--- src/rtl/lsu_pkg.sv ---
// Shared encodings for the load/store unit: access sizes and FSM states.
package lsu_pkg;

  localparam logic [1:0] SZ_BYTE = 2'b00;
  localparam logic [1:0] SZ_HALF = 2'b01;
  localparam logic [1:0] SZ_WORD = 2'b10;

  typedef enum logic [1:0] {
    StIdle,
    StAccess,
    StWrite,
    StResp
  } lsu_state_t;

endpackage

--- src/rtl/lsu_lane_align.sv ---
// Little-endian lane handling: load extract with sign/zero extension, and sub-word store merge.
module lsu_lane_align
  import lsu_pkg::*;
(
  input  logic [1:0]  size,
  input  logic        is_unsigned,
  input  logic [1:0]  addr_lo,
  input  logic [31:0] ld_word,
  input  logic [31:0] st_base,
  input  logic [31:0] st_data,
  output logic [31:0] ld_data,
  output logic [31:0] st_word
);

  logic [7:0]  ld_byte;
  logic [15:0] ld_half;
  logic [4:0]  bit_off;

  assign bit_off = {addr_lo, 3'b000};

  always_comb begin
    ld_byte = ld_word[bit_off +: 8];
    ld_half = addr_lo[1] ? ld_word[31:16] : ld_word[15:0];
    case (size)
      SZ_BYTE: ld_data = {{24{ld_byte[7] & ~is_unsigned}}, ld_byte};
      SZ_HALF: ld_data = {{16{ld_half[15] & ~is_unsigned}}, ld_half};
      default: ld_data = ld_word;
    endcase
  end

  always_comb begin
    st_word = st_base;
    case (size)
      SZ_BYTE: st_word[bit_off +: 8] = st_data[7:0];
      SZ_HALF: begin
        if (addr_lo[1]) st_word[31:16] = st_data[15:0];
        else            st_word[15:0]  = st_data[15:0];
      end
      default: st_word = st_data;
    endcase
  end

endmodule

--- src/rtl/load_store_unit.sv ---
// Byte/half/word load-store initiator on a word-wide memory port; sub-word stores use RMW.
// Define LSU_ALIGN_CHECK_EN to report misaligned half/word accesses as errors.
module load_store_unit
  import lsu_pkg::*;
#(
  parameter int unsigned ADDR_W = 32,
  parameter int unsigned DATA_W = 32
) (
  input  logic              clk,
  input  logic              rst_n,
  input  logic              req_valid,
  output logic              req_ready,
  input  logic              req_we,
  input  logic [1:0]        req_size,
  input  logic              req_unsigned,
  input  logic [ADDR_W-1:0] req_addr,
  input  logic [DATA_W-1:0] req_wdata,
  output logic              resp_valid,
  output logic [DATA_W-1:0] resp_rdata,
  output logic              resp_err,
  output logic              mem_we,
  output logic [ADDR_W-1:0] mem_addr,
  output logic [DATA_W-1:0] mem_wdata,
  input  logic [DATA_W-1:0] mem_rdata
);

  lsu_state_t        state_q;
  logic              we_q;
  logic [1:0]        size_q;
  logic              uns_q;
  logic [ADDR_W-1:0] addr_q;
  logic [DATA_W-1:0] wdata_q;
  logic [DATA_W-1:0] rdata_q;
  logic [DATA_W-1:0] resp_rdata_q;
  logic              resp_err_q;

  logic [ADDR_W-1:0] addr_eff;
  logic              req_err;
  logic [31:0]       ld_data;
  logic [31:0]       st_word;

  always_comb begin
    addr_eff = req_addr;
    req_err  = (req_size == 2'b11);
`ifdef LSU_ALIGN_CHECK_EN
    if (req_size == SZ_HALF && req_addr[0])          req_err = 1'b1;
    if (req_size == SZ_WORD && req_addr[1:0] != 2'b00) req_err = 1'b1;
`else
    if (req_size == SZ_HALF) addr_eff[0]   = 1'b0;
    if (req_size == SZ_WORD) addr_eff[1:0] = 2'b00;
`endif
  end

  lsu_lane_align u_lane_align (
    .size        (size_q),
    .is_unsigned (uns_q),
    .addr_lo     (addr_q[1:0]),
    .ld_word     (mem_rdata),
    .st_base     (rdata_q),
    .st_data     (wdata_q),
    .ld_data     (ld_data),
    .st_word     (st_word)
  );

  // Response fields default to 0 every cycle so they are only non-zero while in RESP.
  always_ff @(posedge clk) begin
    if (!rst_n) begin
      state_q      <= StIdle;
      we_q         <= 1'b0;
      size_q       <= 2'b00;
      uns_q        <= 1'b0;
      addr_q       <= '0;
      wdata_q      <= '0;
      rdata_q      <= '0;
      resp_rdata_q <= '0;
      resp_err_q   <= 1'b0;
    end else begin
      resp_rdata_q <= '0;
      resp_err_q   <= 1'b0;
      case (state_q)
        StIdle: begin
          if (req_valid) begin
            we_q    <= req_we;
            size_q  <= req_size;
            uns_q   <= req_unsigned;
            addr_q  <= addr_eff;
            wdata_q <= req_wdata;
            if (req_err) begin
              resp_err_q <= 1'b1;
              state_q    <= StResp;
            end else begin
              state_q <= StAccess;
            end
          end
        end
        StAccess: begin
          rdata_q <= mem_rdata;
          if (!we_q) begin
            resp_rdata_q <= ld_data;
            state_q      <= StResp;
          end else if (size_q == SZ_WORD) begin
            state_q <= StResp;
          end else begin
            state_q <= StWrite;
          end
        end
        StWrite: state_q <= StResp;
        default: state_q <= StIdle;
      endcase
    end
  end

  assign req_ready  = rst_n & (state_q == StIdle);
  assign resp_valid = rst_n & (state_q == StResp);
  assign resp_rdata = resp_rdata_q;
  assign resp_err   = resp_err_q;

  // Gated by rst_n so a reset asserted mid-store never reaches memory.
  assign mem_we    = rst_n & (((state_q == StAccess) & we_q & (size_q == SZ_WORD)) |
                              (state_q == StWrite));
  assign mem_addr  = {addr_q[ADDR_W-1:2], 2'b00};
  assign mem_wdata = (state_q == StWrite) ? st_word : wdata_q;

endmodule

--- config.mk ---
export PLATFORM = sky130hd
export DESIGN_NAME = load_store_unit
export DESIGN_NICKNAME = d
export VERILOG_FILES = /design/src/rtl/lsu_pkg.sv /design/src/rtl/lsu_lane_align.sv /design/src/rtl/load_store_unit.sv
export SDC_FILE = /design/constraint.sdc
export NUM_CORES = 1
export LEC_CHECK = 0
export BUFFER_PORTS_ARGS = -buffer_cell sky130_fd_sc_hd__buf_2
export CAP_MARGIN = 10
export CORE_MARGIN = 2
export CORE_UTILIZATION = 45
export CTS_BUF_LIST = sky130_fd_sc_hd__clkbuf_4
export DETAILED_ROUTE_END_ITERATION = 10
export PLACE_DENSITY = 0.81
export SKIP_CTS_REPAIR_TIMING = 1
export SYNTH_ARGS = -nofsm -noshare
export SYNTH_HDL_FRONTEND = slang
export SYNTH_HIERARCHICAL = 1
export SYNTH_SLANG_ARGS = --single-unit
--- constraint.sdc ---
create_clock -name clk -period 6.08 [get_ports clk]
set_clock_uncertainty 0.15 [all_clocks]
set_input_delay 0.608 -clock clk [delete_from_list [all_inputs] [get_ports clk]]
set_output_delay 0.608 -clock clk [all_outputs]
set_load 0.005 [all_outputs]
==> qor.txt <==
====================================================================================
Clock transition at path regs .........................................      0.12 ns
Cell Pwr Density ...................................................... 365.9 nW/µm²
Top library cells by usage in the layout, fill and taps aside ......... 211 x sky130_fd_sc_hd__nand2_1, 200 x sky130_fd_sc_hd__buf_2, 134 x sky130_fd_sc_hd__dfxtp_1
Vias post-DR ..........................................................         6115
Final Max Tran Viols ..................................................            0
Wire length per cell ..................................................     16.46 µm
Die Span X ............................................................     130.5 µm
Top-area cell type share of the netlist area ..........................       37.53%
End of the worst hold path ............................................ addr_q[5]$_SDFFE_PN0P_
Minimum clock period after layout .....................................     4.550 ns
Iteration-0 DRC Markers ...............................................          331
Setup crit start kind .................................................     register
Count of cells along the worst hold path ..............................            3
Combined area of all synthesized cells ................................     7201 µm²
EDFF count, synth .....................................................            0
Slowest library cell on the worst path ................................ sky130_fd_sc_hd__dfxtp_1
Crit path cell chain .................................................. inv_1, ha_1, nand3b_1, nor4_2, nand2_1, a2bb2oi_1, mux2_2, buf_2
Hold Path Class ....................................................... input port to register
Post-route setup TNS ..................................................         0 ns
Clock Latency Late Sink ...............................................      0.54 ns
Required time reported for the critical path endpoint .................      5.32 ns
Headroom to the max-slew limit ........................................       24.13%
Design Area, Final ....................................................     8255 µm²
Worst path max stage delay ............................................      1.08 ns
Number of core rows ...................................................           46
Start point of the worst min-delay path ...............................  req_addr[5]
Pin count of the biggest net entering global routing ..................           63
Top flip-flop cell by instance count after synthesis .................. sky130_fd_sc_hd__dfxtp_1
Mapped Cells ..........................................................          825
Clock tree from TritonCTS .............................................         done
Startpoint of the worst-slack reg-to-reg timing path .................. addr_q[1]$_SDFFE_PN0P_
Crit path capture type ................................................   output pin
Final worst-path cycle share ..........................................       74.84%
Post-synthesis cell type count ........................................           54
Maximum resistive drop on vdd .........................................  0.0002505 V
Final antenna diode count .............................................            0
Total of endpoints with negative setup slack in the final report ......            0
RSZ-0062 raised after global routing ..................................        false
Starting density of the core ..........................................       45.66%
Proportion of layout cells with a drive suffix above 1 ................       33.09%
Number of max-cap violations ..........................................            0
GPL Wtd Cong ..........................................................       0.9368
Post-synth top area cell .............................................. sky130_fd_sc_hd__dfxtp_1
Total number of H-tree levels .........................................            4
Start-to-end type of the worst setup path ............................. register to output pin
R2r worst-path depth ..................................................            5
Core region area ......................................................    15770 µm²
Wire length of the first global-routing pass ..........................     30.51 mm
Total clock buffers created by CTS ....................................           17
Overall routing resource usage ........................................       23.04%
Area growth, synth to finish ..........................................       14.65%
Count of nets after finishing .........................................         1073
FILL cells ............................................................         1565
Total design power ....................................................   0.003020 W
Setup slack of the worst register-to-register path ....................      3.49 ns
Routed via count divided by cell count ................................        5.143
Final hold vios .......................................................            0
Clk network pwr share .................................................        20.6%
Gate power share ......................................................        39.6%
Slew @ Worst Pin ......................................................     1.136 ns
Switching power summed over all nets ..................................   0.001145 W
Synth Register Bits ...................................................          135
TritonRoute pass-1 iters ..............................................            8
Switching fraction of total power .....................................       37.90%
Antenna violations before repair ......................................            0
Result of the run ..................................................... finished clean
Final Routed Wirelength ...............................................     19.57 mm
Register area share after synthesis ...................................       37.53%
Endpoint arrival time on the critical path ............................      3.79 ns
Root Driver ........................................................... sky130_fd_sc_hd__clkbuf_4
R2r endpoint .......................................................... resp_rdata[5]$_SDFF_PP0_
DPL Wire Length .......................................................     14.34 mm
Number of I/O port buffers ............................................          200
Total internal power ..................................................   0.001876 W
Post-Place Cell Area ..................................................     7963 µm²
Ys Warns ..............................................................            6
Worst-case setup slack after placement ................................     2.199 ns
Die area ..............................................................    17030 µm²
Largest cells by area after synthesis ................................. sky130_fd_sc_hd__dfxtp_1 38%, sky130_fd_sc_hd__nand2_1 11%, sky130_fd_sc_hd__mux2_2 6.1%
Remaining global-route overflow .......................................            0
Highest attainable clock frequency ....................................   0.2198 GHz
Final WS setup ........................................................     1.530 ns
Worst hold slack after final layout ...................................    0.1432 ns
Share of flip-flops with an asynchronous set or reset after synthesis .           0%
CTS Sinks .............................................................          135
Peak fanout along the critical path ...................................           32
Residual antenna-violating net count after detailed routing ...........            0
Number of placed I/O pins .............................................          203
Number of remaining DRC errors ........................................            0
Flop pwr share ........................................................        39.8%
Clock Tree Buf Depth ..................................................            2
Commonest non-fill, non-tap cell in the layout ........................ sky130_fd_sc_hd__nand2_1
Static power due to leakage ...........................................     3.591 nW
Vias in the first global route ........................................         5710
Mean cell area of the mapped netlist ..................................    8.728 µm²
Chip Height ...........................................................     130.5 µm
====================================================================================
==> critical path: cells and delay by family, from the launching register on <==
family	cells	cell delay, ns
flops	1	1.08
simple gates	3	0.84
fa+ha+maj	1	0.52
buf+inv	2	0.42
mux	1	0.19
compound gates	1	0.18
==> metrics by stage <==
step / utilization [%] / cells
2_1_floorplan: - / 826
3_3_place_gp: 50.49 / 1157
3_5_place_dp: 50.49 / 1157
4_1_cts: 52.35 / 1189
5_1_grt: 52.35 / 1189
6_report: 52.35 / 1189
==> area by class of cell <==
| class | count | area, µm² | share of cell area (%) |
|---|---|---|---|
| Clock inverter | 14 | 157.7 | 1.910 |
| Tap cell | 216 | 270.3 | 3.274 |
| Sequential cell | 135 | 2704 | 32.75 |
| Timing Repair Buffer | 206 | 1046 | 12.67 |
| Multi-Input combinational cell | 593 | 3916 | 47.44 |
| Clock buffer | 18 | 135.1 | 1.637 |
| Inverter | 7 | 26.28 | 0.3183 |
==> logic make-up (layout without fill, tap and decap cells) <==
| family | count (synthesis) | in the layout | share of synthesized area (%) |
|---|---|---|---|
| AOI/OAI and AO/OA | 187 | 187 | 20.78 |
| adders and majority gates | 10 | 10 | 1.738 |
| buffers and inverters | 98 | 245 | 8.219 |
| DFF | 135 | 135 | 37.53 |
| muxes | 74 | 74 | 10.96 |
| other | 1 | 2 | 0.05208 |
| and+or+nand+nor | 320 | 320 | 20.71 |
==> cell usage after synthesis, types with 2 or more instances <==
master                      number
sky130_fd_sc_hd__a211o_1         7
sky130_fd_sc_hd__a211oi_2        2
sky130_fd_sc_hd__a21boi_0       46
sky130_fd_sc_hd__a21boi_1        2
sky130_fd_sc_hd__a21boi_2       20
sky130_fd_sc_hd__a21oi_1        16
sky130_fd_sc_hd__a21oi_2        10
sky130_fd_sc_hd__a221o_1         8
sky130_fd_sc_hd__a221oi_1        6
sky130_fd_sc_hd__a22o_1         10
sky130_fd_sc_hd__a22oi_1        18
sky130_fd_sc_hd__a2bb2oi_1       7
sky130_fd_sc_hd__a31oi_1         2
sky130_fd_sc_hd__and2_1         36
sky130_fd_sc_hd__buf_2          17
sky130_fd_sc_hd__buf_4          39
sky130_fd_sc_hd__buf_6           3
sky130_fd_sc_hd__buf_8           3
sky130_fd_sc_hd__clkbuf_1       28
sky130_fd_sc_hd__dfxtp_1       135
sky130_fd_sc_hd__ha_1           10
sky130_fd_sc_hd__inv_1           5
sky130_fd_sc_hd__mux2_2         39
sky130_fd_sc_hd__mux2i_1        35
sky130_fd_sc_hd__nand2_1       212
sky130_fd_sc_hd__nand2b_1       10
sky130_fd_sc_hd__nand3_1         3
sky130_fd_sc_hd__nor2_1          7
sky130_fd_sc_hd__nor2b_1        39
sky130_fd_sc_hd__o21ai_0        23
sky130_fd_sc_hd__o21ai_1         4
==> registers in the layout, summed over array words and instances, names as in the netlist <==
register / cells
state_q: 2
addr_q: 32
resp_err: 1
resp_rdata: 32
wdata_q: 32
size_q: 2
rdata_q: 32
we_q: 1
uns_q: 1
==> how the worst max path moves through the flow <==
stage	from	end	cells after the start
3_5_place_dp	addr_q[1]$_SDFFE_PN0P_	mem_wdata[21]	8
3_3_place_gp	addr_q[1]$_SDFFE_PN0P_	mem_wdata[20]	8
5_1_grt	addr_q[1]$_SDFFE_PN0P_	mem_wdata[21]	8
6_report	addr_q[1]$_SDFFE_PN0P_	mem_wdata[21]	8
2_1_floorplan	addr_q[1]$_SDFFE_PN0P_	mem_wdata[20]	8
4_1_cts	addr_q[1]$_SDFFE_PN0P_	mem_wdata[21]	8
==> power groups by stage <==
stage / sequential (W) / clock (W) / combinational [W]
global placement: 0.00121 / 0 / 0.00117
CTS: 0.00120 / 0.000637 / 0.00120
floorplan: 0.00115 / 0 / 0.000974
finish: 0.00120 / 0.000622 / 0.00120
global route: 0.00122 / 0.000672 / 0.00133
detailed placement: 0.00122 / 0 / 0.00120
==> per-layer routing <==
| layer | GRT usage (%) | share of wire [%] | vias to the layer above |
|---|---|---|---|
| met4 | 7.134 | 2.0 | 0 |
| met2 | 37.59 | 45 | 256 |
| met1 | 29.93 | 45 | 2789 |
| met5 | 0 | 0 | - |
| met3 | 6.107 | 8.0 | 32 |
| li1 | - | - | 3038 |
No activity file was read; power rests on OpenSTA's default activity.
